==> config.mk <==
export PLATFORM = sky130hd
export DESIGN_NAME = latq_bank_wr_arb
export DESIGN_NICKNAME = d
export VERILOG_FILES = /design/src/rtl/latq_bank_wr_arb.sv
export SDC_FILE = /design/constraint.sdc
export NUM_CORES = 1
export LEC_CHECK = 0
export CORE_ASPECT_RATIO = 0.9
export CORE_UTILIZATION = 25
export CTS_BUF_LIST = sky130_fd_sc_hd__clkbuf_4
export DETAILED_ROUTE_END_ITERATION = 7
export PLACE_DENSITY = 0.54
export SLEW_MARGIN = 20
export SYNTH_ARGS = -nofsm -noshare
export SYNTH_HDL_FRONTEND = slang
export SYNTH_SLANG_ARGS = --single-unit
export TNS_END_PERCENT = 5
==> constraint.sdc <==
create_clock -name clk -period 2.7 [get_ports clk]
set_input_delay 0.405 -clock clk [delete_from_list [all_inputs] [get_ports clk]]
set_output_delay 0.405 -clock clk [all_outputs]
set_load 0.01 [all_outputs]
==> src/rtl/latq_bank_wr_arb.sv <==
// Two-requester write arbiter for a bank of level-sensitive latch words.
// Each write runs IDLE -> SETUP -> OPEN -> HOLD so data meets latch setup/hold around one E pulse.
module latq_bank_wr_arb #(
   parameter int unsigned DW = 8,
   parameter int unsigned NW = 8,
   parameter int unsigned AW = 3
) (
   input  logic          clk,
   input  logic          rn,
   input  logic          req0,
   input  logic          req1,
   input  logic [AW-1:0] addr0,
   input  logic [AW-1:0] addr1,
   input  logic [DW-1:0] wd0,
   input  logic [DW-1:0] wd1,
   output logic          ack0,
   output logic          ack1,
   output logic [DW-1:0] ld,
   output logic [NW-1:0] le,
   output logic          busy
);

   typedef enum logic [1:0] {StIdle, StSetup, StOpen, StHold} state_t;

   state_t        state_q, state_d;
   logic [AW-1:0] addr_q, addr_d;
   logic [DW-1:0] ld_q, ld_d;
   logic [NW-1:0] le_q, le_d;
   logic          last_q, last_d;
   logic          gnt_q, gnt_d;
   logic          ack0_q, ack0_d;
   logic          ack1_q, ack1_d;
   logic          busy_q, busy_d;
   logic          grant;

   // Round-robin: on contention favour whoever was not served last.
   assign grant = (req0 & req1) ? ~last_q : req1;

   always_comb begin
      state_d = state_q;
      addr_d  = addr_q;
      ld_d    = ld_q;
      last_d  = last_q;
      gnt_d   = gnt_q;
      le_d    = '0;
      ack0_d  = 1'b0;
      ack1_d  = 1'b0;
      unique case (state_q)
         StIdle: begin
            if (req0 | req1) begin
               gnt_d   = grant;
               last_d  = grant;
               addr_d  = grant ? addr1 : addr0;
               ld_d    = grant ? wd1 : wd0;
               state_d = StSetup;
            end
         end
         StSetup: begin
            state_d = StOpen;
            // Out-of-range addresses match no bit, so the write completes silently.
            for (int unsigned i = 0; i < NW; i++) begin
               le_d[i] = (addr_q == AW'(i));
            end
         end
         StOpen: begin
            state_d = StHold;
            ack0_d  = ~gnt_q;
            ack1_d  = gnt_q;
         end
         StHold: begin
            state_d = StIdle;
         end
         default: begin
            state_d = StIdle;
         end
      endcase
      busy_d = (state_d != StIdle);
   end

   always_ff @(posedge clk or negedge rn) begin
      if (!rn) begin
         state_q <= StIdle;
         addr_q  <= '0;
         ld_q    <= '0;
         le_q    <= '0;
         last_q  <= 1'b1;
         gnt_q   <= 1'b0;
         ack0_q  <= 1'b0;
         ack1_q  <= 1'b0;
         busy_q  <= 1'b0;
      end else begin
         state_q <= state_d;
         addr_q  <= addr_d;
         ld_q    <= ld_d;
         le_q    <= le_d;
         last_q  <= last_d;
         gnt_q   <= gnt_d;
         ack0_q  <= ack0_d;
         ack1_q  <= ack1_d;
         busy_q  <= busy_d;
      end
   end

   assign ld   = ld_q;
   assign le   = le_q;
   assign ack0 = ack0_q;
   assign ack1 = ack1_q;
   assign busy = busy_q;

endmodule

# Word level (Yosys, flattened, before mapping)
# Index checks and enable logic that the tools add are counted.
# op_classes
n_addsub	0
multipliers	0
n_div	0
n_lt_le_gt_ge	0
eq_ne	10
shifts	0
muxes	8
bitwise	4
n_reduce_logical	4
# op_table
operator	n
2-to-1 mux 8 bit	2
equality test 3 bit (second input constant)	4
case mux 2 bit (4 select lines)	1
equality test 3 x 2 -> 1 bit (second input constant)	2
equality test 2 bit (second input constant)	2
equality test 3 x 1 -> 1 bit (second input constant)	1
zero test 3 bit	1
2-to-1 mux 1 bit	3
2-to-1 mux 3 bit	1
equality test 2 x 1 -> 1 bit (second input constant)	1
zero test 2 bit	1
2-to-1 mux 2 bit	1
NOT 1 bit	2
AND reduction 2 bit	1
nonzero test 2 bit	1
AND 1 bit	1
OR 1 bit	1
# totals
regBits	26
latch_bits	0
mem_bits_rw	0
rom_bits	0
input_bits	26
mem_count	0

# Logic depth before layout (Yosys ltp)
# Gate-level depths: netlist (run 1).
# depth
depth_word	4
ltp_mapped	6
depth_no_buf	5

# Least setup slack after synthesis (run 1)
# Ideal clock, no wire load.
# synth_path
kind	register to register
startpoint	register state_q[0]
endpoint	register addr_q[0]
setup_ns	0.122
t_arrival_ns	1.141
required_time_ns	2.578
path_slack_ns	1.437
path_stages_with_launch	7
path_buffers	1
cell_sequence	dfrtp_1 inv_1 ha_1 o21ai_1 buf_2 a21oi_1 a21oi_1
# synth_between
elab_chain_cells	2
# synth_rtl
element	line_no	source
start: declaration	25	state_t state_q, state_d;
start signal: assignment	82	state_q <= StIdle;
start signal: assignment	92	state_q <= state_d;
zero test 2 bit	48	unique case (state_q)
AND reduction 2 bit (no source line)	-	
end signal: assignment	93	addr_q <= addr_d;
end: declaration	26	logic [AW-1:0] addr_q, addr_d;
# No other way between the ends.
# A chain may end at the register's enable or synchronous reset.

# Worst setup path in the final report (run 1)
# layout_path
startpoint	register ld_q[7] (netlist: ld[7])
endpoint	output port ld[7]
# layout_rtl
element	line_no	source
start: declaration	27	logic [DW-1:0] ld_q, ld_d;
start signal: assignment	94	ld_q <= ld_d;
end: declaration	18	output logic [DW-1:0] ld,
# No word-level cell between the ends.

==> results of run 1 <==
placed cells by master (no fill, tap or decap), types with 2 or more instances in the layout:
cell type,n
nor3_1,3
nand2b_1,3
ha_1,3
a21oi_1,24
nor2_1,18
inv_1,2
nand2_1,13
clkdlybuf4s50_1,44
clkbuf_4,4
dfrtp_1,25
routing by layer:
| layer | wire, microns | part of all wire | global-route usage | up-vias |
|---|---|---|---|---|
| met5 | 0 | 0 | 0 | - |
| met4 | 27 | 0.011 | 0.0400 | 0 |
| li1 | - | - | - | 435 |
| met2 | 1110 | 0.46 | 0.194 | 34 |
| met3 | 146 | 0.061 | 0.0176 | 2 |
| met1 | 1130 | 0.47 | 0.147 | 413 |
metrics by stage:
stage / util / setup slack (ns) / hold slack (ns) / instances
floorplan: - / 1.44 / 0.109 / 105
global placement: 0.379 / 0.784 / 0.451 / 194
detailed placement: 0.379 / 0.720 / 0.460 / 194
CTS: 0.386 / 1.05 / 0.456 / 198
global route: 0.386 / 0.935 / 0.469 / 198
finish: 0.386 / 1.05 / 0.451 / 198
final cells by class:
class	count	area [sq um]
timing repair buffer	45	448
tap	48	60.1
sequential	26	652
inverter	2	7.51
clock buffer	4	30.0
multi-input combinational	73	375
fill	417	2500
cell families after synthesis:
| kind of cell | after synthesis | share of synthesized area |
|---|---|---|
| AO/OA/AOI/OAI | 30 | 0.160 |
| adder cells (fa/ha/maj) | 3 | 0.0355 |
| buffers and inverters | 6 | 0.0284 |
| flip-flops | 26 | 0.617 |
| AND/OR/NAND/NOR | 40 | 0.160 |
cell usage after synthesis (all sizes together):
cell	number	area [sq um]
a21bo	1	10.0
a21boi	1	11.3
a21oi	24	120
a22o	1	8.76
a31oi	1	6.26
and2	1	6.26
buf	4	22.5
dfrtp	25	626
dfstp	1	26.3
ha	3	37.5
inv	2	7.51
nand2	13	48.8
nand2b	3	18.8
nor2	18	67.6
nor2b	1	6.26
nor3	3	15.0
o21a	1	7.51
o21ai	1	5.00
or2	1	6.26
final timing paths:
path                            depth (start not counted)  slack, ns      to  startpoint
worst max register to register                          5       1.11   ld[1]  state_q[0]
worst min-delay path                                    2       0.45    ack0          rn
min in group clk                                        1       0.47    ack0       gnt_q
worst max-delay path                                    1       1.05   ld[7]       ld[7]
worst min register to register                          1       0.47    ack0       gnt_q
max in group asynchronous                               2       1.96  last_q          rn
where the power goes:
part	switching [mW]	total, mW	leakage, nW	internal (mW)
Combinational	0.310	0.650	0.345	0.340
Clock	0.104	0.172	0.0184	0.0676
Sequential	0.0973	0.643	0.317	0.546
state kept, by name (all words and copies together) (netlist names):
| register | cells |
|---|---|
| last_q | 1 |
| le | 8 |
| addr_q | 3 |
| ack0 | 1 |
| gnt_q | 1 |
| ld | 8 |
| state_q | 2 |
| busy | 1 |
| ack1 | 1 |
==> results_dict.tcl, run 1 <==
set metrics [dict create \
    post-route-min-period_ns 1.65 \
    worst_min_delay_path_class "in2async" \
    ir_worst_vdd_uv 349 \
    skew_ns 0.00109 \
    synthesis.instances 105 \
    power.density_nw_per_um2 931 \
    cts-root-buf "clkbuf_4" \
    number_of_buffers_created_by_cts 3 \
    tightest_slew_ns 0.823 \
    placedInstanceArea_sq_um 1540 \
    final_hold_viol_count 0 \
    layout.cell_area.non_filler_sq_um 1570 \
    drv.max_cap_violation_count 0 \
    number_of_setup_buffers_added_after_cts 0 \
    timing_max_transition_violations_final 0 \
    wire_length_of_the_first_global_routing_pass_microns 4040 \
    hold_buffers 0 \
    dr.first_iter.drc_count 89 \
    avgSynthCellArea_sq_um 10.1 \
    clock_sinks 26 \
    setup_total_negative_slack_ns 0 \
    place.port_buffers 44 \
    die_area_sq_um 4490 \
    yosys_register_bits 26 \
    largest_net_degree_at_the_start_of_global_routing 27 \
    arrival_ns 1.24 \
    seq_area_frac_synth 0.617 \
    drtPass1Iterations 6 \
    final_antenna_net_count 0 \
    critical_path_class "reg2out" \
    die_y_microns 63.7 \
    via_per_inst 4.46 \
    leakage_nw 0.681 \
    cp.buffers_inverters 1 \
    globalRoute.totalOverflow 0 \
    die-width_microns 70.6 \
    diodes 0 \
    worst-path-max-fanout 2 \
    post_cts_resize_count 0 \
    first_global_vias 907 \
    synthesis.area_sq_um 1060 \
    setup.worst_path.start_class "flip-flop" \
    violated_checks "design-rule violations" \
    synth_warnings 0 \
    timing.final.setup_violations 0 \
    cts_tree "yes" \
    ioPinCount 45 \
    clk_pin_slew_ns 0.13 \
    grt_setup_unrepaired "false" \
    period_utilisation_layout 0.610 \
    clock_latency_ns 0.30 \
    post-route-drc-count 8 \
    yosysUniqueCellTypes 20 \
    end_kind "output pin" \
    net_count_reported_at_finish 180 \
    place_congestion 0.710 \
    drt-total-wl_microns 2410 \
    dpl.hpwl_microns 1820 \
    routedWlPerCell_microns 12.2 \
    depth_of_the_cts_h_tree 1 \
    synth_nets 134 \
    post_route_cells_drive_above_1_share 0.0600 \
    std_cell_rows 22 \
    status "finished, violations left" \
    floorplan.initialDensity 0.260 \
    final_total_power_mw 1.46 \
    dr_total_vias 884 \
    placeableCoreArea_sq_um 4070 \
    slew_headroom 0.448 \
    globalRouteTotalUtil 0.114 \
    timing.critical_path.max_delay_family "buffers and inverters" \
    grt_antenna_before_repair 0 \
    slowest_stage "clkdlybuf4s50_1" \
    syn_to_final_growth_pct 48.8 \
    worstPathCellList "clkdlybuf4s50_1" \
    cp_slowest_stage_delay_ns 0.55 \
    data_required_time_of_the_worst_path_ns 2.30 \
    max_freq_ghz 0.607 \
    clock_path_buffers 2 \
]
Power figures use the tool's default switching activity.
==> run 2, diff against run 1 <==
--- a/config.mk
+++ b/config.mk
@@ -9,7 +9,7 @@
 export CORE_UTILIZATION = 25
 export CTS_BUF_LIST = sky130_fd_sc_hd__clkbuf_4
 export DETAILED_ROUTE_END_ITERATION = 7
-export PLACE_DENSITY = 0.54
+export PLACE_DENSITY = 0.56
 export SLEW_MARGIN = 20
 export SYNTH_ARGS = -nofsm -noshare
 export SYNTH_HDL_FRONTEND = slang
==> constraint.sdc (replaced) <==
create_clock -name clk -period 1.4 [get_ports clk]
set_input_delay 0.21 -clock clk [delete_from_list [all_inputs] [get_ports clk]]
set_output_delay 0.21 -clock clk [all_outputs]
set_load 0.01 [all_outputs]
==> run 2 against run 1 <==
  * The flow still finishes with violations (design-rule violations)
  * Via count rose by 0.23%
  * Utilization rose by 1.1 points
  * First-iteration DRC count fell by 46%
  * Count of clock-buffer cells in the layout fell by 1
  * Critical path depth rose by 5
  * Routed wire length barely moved
  * Register-to-register slack got worse by 1.0 ns
  * Clock skew rose by 0.0027 ns
  * Clock power rose by 70%
  * Worst hold slack got worse by 0.17 ns
  * Global-route usage fell by 0.10 points
  * Highest routed layer unchanged
==> results_dict.tcl, run 2 (synthesized netlist as in run 1, its figures left out) <==
set metrics [dict create \
    status "finished, violations left" \
    violated_checks "design-rule violations" \
    p_int_mw 1.78 \
    switching_share 0.361 \
    routedWlPerCell_microns 12.0 \
    period_utilisation_layout 0.930 \
    depth_of_the_cts_h_tree 1 \
    post-route-min-period_ns 1.30 \
    setup.worst_path.start_class "flip-flop" \
    post_route_cells_drive_above_1_share 0.0909 \
    place_congestion 0.760 \
    timing.final.setup_violations 0 \
    hold_buffers 0 \
    post-route-drc-count 6 \
    diodes 0 \
    wire_length_of_the_first_global_routing_pass_microns 3880 \
    timing.critical_path.max_delay_family "flip-flops" \
    first_global_vias 845 \
    number_of_buffers_created_by_cts 3 \
    end_kind "flip-flop" \
    leading_cell_types_in_the_layout_fill_and_taps_excluded "25 x dfrtp_1, 25 x clkdlybuf4s50_1, 24 x a21oi_1, 18 x nor2_1, 15 x dlygate4sd2_1" \
    tightest_slew_ns 0.313 \
    ir_worst_vdd_uv 486 \
    max_freq_ghz 0.768 \
    globalRoute.totalOverflow 0 \
    die_area_sq_um 4490 \
    dr.first_iter.drc_count 48 \
    timing_max_transition_violations_final 0 \
    power.sequential.fraction 0.443 \
    grt_antenna_before_repair 0 \
    ioPinCount 45 \
    grt_setup_unrepaired "false" \
    clk_pin_slew_ns 0.12 \
    slowest_stage "dfrtp_1" \
    layout.cell_area.non_filler_sq_um 1620 \
    switchingPower_mw 1.00 \
    cp_slowest_stage_delay_ns 0.42 \
    place.port_buffers 44 \
    critical_path_class "reg2reg" \
    clock_latency_ns 0.30 \
    drt-total-wl_microns 2410 \
    clock_sinks 26 \
    data_required_time_of_the_worst_path_ns 1.60 \
    cts_tree "yes" \
    dr_total_vias 886 \
    std_cell_rows 22 \
    critical_path.most_common_cell "a21oi_1" \
    p_clk_frac 0.105 \
    number_of_setup_buffers_added_after_cts 0 \
    worstPathCellList "inv_1, ha_4, o21ai_1, buf_4, a21oi_1, a21oi_1" \
    die_y_microns 63.7 \
    arrival_ns 1.50 \
    globalRouteTotalUtil 0.113 \
    final_hold_viol_count 0 \
    via_per_inst 4.39 \
    worst-path-max-fanout 9 \
    worst_min_delay_path_class "in2async" \
    clock_path_buffers 2 \
    drtPass1Iterations 6 \
    slew_headroom 0.792 \
    dpl.hpwl_microns 1860 \
    setup_total_negative_slack_ns 0 \
    skew_ns 0.00379 \
    die-width_microns 70.6 \
    comb_power_share 0.452 \
    syn_to_final_growth_pct 52.9 \
    final_core_util 0.397 \
    hold_slack_ns 0.282 \
    leakage_nw 0.806 \
    cts-root-buf "clkbuf_4" \
    placedInstanceArea_sq_um 1590 \
    cp.buffers_inverters 2 \
    final_antenna_net_count 0 \
    final_total_power_mw 2.78 \
    placeableCoreArea_sq_um 4070 \
    floorplan.initialDensity 0.260 \
    drv.max_cap_violation_count 0 \
    power.density_nw_per_um2 1720 \
    largest_net_degree_at_the_start_of_global_routing 27 \
    net_count_reported_at_finish 184 \
]
-- run 2: changes by cell type in the layout (fill, tap and decap cells not counted), sizes merged --
cell	previous run	this run
dlymetal6s2s	0	4
clkbuf	4	3
clkdlybuf4s50	44	25
dlygate4sd2	0	15
clkinv	0	1
buf	1	5
-- run 2: layer usage --
| metal | track usage | vias up | part of all wire |
|---|---|---|---|
| li1 | - | 447 | - |
| met1 | 0.147 | 414 | 0.44 |
| met2 | 0.181 | 23 | 0.49 |
| met3 | 0.0272 | 2 | 0.063 |
| met4 | 0.0450 | 0 | 0.0058 |
| met5 | 0 | - | 0 |
-- run 2: power by group through the flow --
| stage | logic [mW] | registers [mW] | clock network, mW |
|---|---|---|---|
| after global placement | 1.29 | 1.25 | 0 |
| after floorplan | 0.611 | 1.31 | 0 |
| after detailed placement | 1.33 | 1.27 | 0 |
| after global routing | 1.40 | 1.29 | 0.345 |
| final | 1.26 | 1.23 | 0.293 |
| after CTS | 1.24 | 1.24 | 0.319 |
-- run 2: worst paths after layout --
kind                                   to  slack, ns  cells after the start       start
worst min register to register       ack0       0.48                      1       gnt_q
max in group asynchronous          last_q       0.83                      2          rn
worst max register to register  addr_q[1]        0.1                      6  state_q[0]
worst min-delay path                le[4]       0.28                      2          rn
min in group clk                    ld[3]       0.43                      3      wd0[3]
worst max-delay path            addr_q[1]        0.1                      6  state_q[0]
-- run 2: per-stage QoR --
stage | std cells | setup WS [ns]
after floorplan | 105 | 0.137
after CTS | 202 | 0.00136
after global routing | 202 | 0.00122
final | 202 | 0.0986
after detailed placement | 198 | -0.120
after global placement | 198 | -0.0599
-- run 2: layout make-up --
class / instances / area [sq um]
Fill cell: 401 / 2460
Sequential cell: 26 / 652
Timing Repair Buffer: 49 / 482
Multi-Input combinational cell: 73 / 389
Tap cell: 48 / 60.1
Clock buffer: 3 / 22.5
Inverter: 2 / 7.51
Clock inverter: 1 / 3.75
-- run 2: repair_timing --
action / 4_1_cts / 5_1_grt
gates resized for setup: 17 / 5
pin swaps: 0 / 0
endpoints found under the setup margin: 26 / 10
==> run 3, diff against run 2 <==
--- a/config.mk
+++ b/config.mk
@@ -6,10 +6,10 @@
 export NUM_CORES = 1
 export LEC_CHECK = 0
 export CORE_ASPECT_RATIO = 0.9
-export CORE_UTILIZATION = 25
+export CORE_UTILIZATION = 39
 export CTS_BUF_LIST = sky130_fd_sc_hd__clkbuf_4
 export DETAILED_ROUTE_END_ITERATION = 7
-export PLACE_DENSITY = 0.56
+export PLACE_DENSITY = 0.79
 export SLEW_MARGIN = 20
 export SYNTH_ARGS = -nofsm -noshare
 export SYNTH_HDL_FRONTEND = slang
==> run 3 against run 2 <==
  * The run still ends with design-rule violations left
  * Clock skew fell by 0.0030 ns
  * Sequential power barely moved
  * Final area fell by 0.70%
  * Global-route usage rose by 7.3 points
  * Total power rose by 8.8%
  * Register-to-register slack got worse by 0.02 ns
  * Clock power rose by 77%
  * Utilization rose by 24 points
  * Cell count fell by 10%
  * Critical path type unchanged
  * Critical endpoint is now ld[3]
==> results_dict.tcl, run 3 (synthesized netlist as in run 1, its figures left out) <==
set metrics [dict create \
    status "finished, violations left" \
    violated_checks "design-rule violations" \
    wire_length_of_the_first_global_routing_pass_microns 4130 \
    critical_path_class "reg2reg" \
    data_required_time_of_the_worst_path_ns 1.63 \
    reg2reg_depth 6 \
    ir_worst_vdd_uv 1090 \
    depth_of_the_cts_h_tree 1 \
    clock_path_buffers 2 \
    number_of_setup_buffers_added_after_cts 0 \
    leading_cell_types_in_the_layout_fill_and_taps_excluded "25 x dfrtp_1, 25 x clkdlybuf4s50_1, 23 x a21oi_1, 19 x dlygate4sd2_1, 18 x nor2_1" \
    floorplan.initialDensity 0.421 \
    die-width_microns 56.9 \
    grt.busiest_layer "met2" \
    syn_to_final_growth_pct 51.8 \
    skew_ns 0.000835 \
    final_hold_viol_count 0 \
    clk_pin_slew_ns 0.14 \
    via_per_inst 5.15 \
    place.port_buffers 44 \
    dr.first_iter.drc_count 16 \
    final_antenna_net_count 0 \
    period_utilisation_layout 0.943 \
    cts_tree "yes" \
    power.density_nw_per_um2 1890 \
    drv.max_cap_violation_count 0 \
    clock_latency_ns 0.33 \
    tightest_slew_ns 0.321 \
    number_of_buffers_created_by_cts 3 \
    worst_min_delay_path_class "in2async" \
    post-route-min-period_ns 1.32 \
    arrival_ns 1.55 \
    hold_buffers 0 \
    hold_slack_ns 0.232 \
    std_cell_rows 17 \
    setup.worst_path.start_class "flip-flop" \
    grt_antenna_before_repair 0 \
    place_congestion 0.773 \
    first_global_vias 930 \
    drt-total-wl_microns 2510 \
    grt_setup_unrepaired "false" \
    largest_net_degree_at_the_start_of_global_routing 27 \
    groute.layer.met1.usage 0.231 \
    net_count_reported_at_finish 183 \
    routedWlPerCell_microns 13.8 \
    die_y_microns 51.4 \
    timing.final.setup_violations 0 \
    layout.cell_area.non_filler_sq_um 1610 \
    grt.met2_usage 0.320 \
    post-route-drc-count 4 \
    dr_total_vias 933 \
    grt_use_met3 0.0582 \
    final_total_power_mw 3.03 \
    slew_headroom 0.786 \
    cts-root-buf "clkbuf_4" \
    clock_sinks 26 \
    timing_max_transition_violations_final 0 \
    worst-path-max-fanout 12 \
    ioPinCount 45 \
    placedInstanceArea_sq_um 1550 \
    leakage_nw 0.761 \
    end_kind "flip-flop" \
    post_route_cells_drive_above_1_share 0.0980 \
    setup_total_negative_slack_ns 0 \
    dpl.hpwl_microns 1840 \
    globalRoute.totalOverflow 0 \
    die_area_sq_um 2920 \
    drtPass1Iterations 6 \
    diodes 0 \
    placeableCoreArea_sq_um 2510 \
    max_freq_ghz 0.758 \
    globalRouteTotalUtil 0.186 \
]
## run 3: worst paths after layout
check	endpoint	from	slack [ns]
hold / removal	le[5]	rn	0.23
min in group clk	ld[6]	wd0[6]	0.41
setup reg to reg	ld[3]	state_q[0]	0.08
setup / recovery	ld[3]	state_q[0]	0.08
max in group asynchronous	last_q	rn	0.88
hold reg to reg	ack0	gnt_q	0.48
## run 3: critical path, stage by stage (launching register included)
cell,delay (ns)
dfrtp_1,0.41
inv_1,0.12
ha_4,0.19
o21ai_1,0.07
buf_4,0.18
a21oi_1,0.15
a21oi_1,0.09
## run 3: layout make-up
class / instances / area [sq um]
clock inverter: 1 / 30.0
tap: 28 / 35.0
timing repair buffer: 48 / 459
clock buffer: 3 / 22.5
inverter: 2 / 7.51
multi-input combinational: 73 / 399
sequential: 26 / 652
fill: 230 / 905
## run 3: layer usage
layer | up-vias | part of all wire | wire [microns]
li1 | 444 | - | -
met1 | 454 | 0.42 | 1060
met2 | 31 | 0.51 | 1270
met3 | 4 | 0.053 | 133
met4 | 0 | 0.014 | 35
met5 | - | 0 | 0
## run 3: metrics by stage
stage                     setup WS [ns]  std cells   util
after CTS                        0.0509        181  0.632
after global placement          -0.0311        177  0.619
after floorplan                   0.137        105      -
final                            0.0803        181  0.640
after global routing            0.00878        181  0.640
after detailed placement         -0.110        177  0.619
## run 3: power breakdown
| group | internal [mW] | leakage [nW] | switching, mW |
|---|---|---|---|
| registers | 1.05 | 0.317 | 0.171 |
| logic | 0.622 | 0.416 | 0.664 |
| clock network | 0.290 | 0.0279 | 0.230 |
| total | 1.96 | 0.761 | 1.06 |
## run 3: repair_timing
item                       CTS  global route
hold endpoints to repair     0             0
gates resized for setup     21             3
setup endpoints to repair   30             4
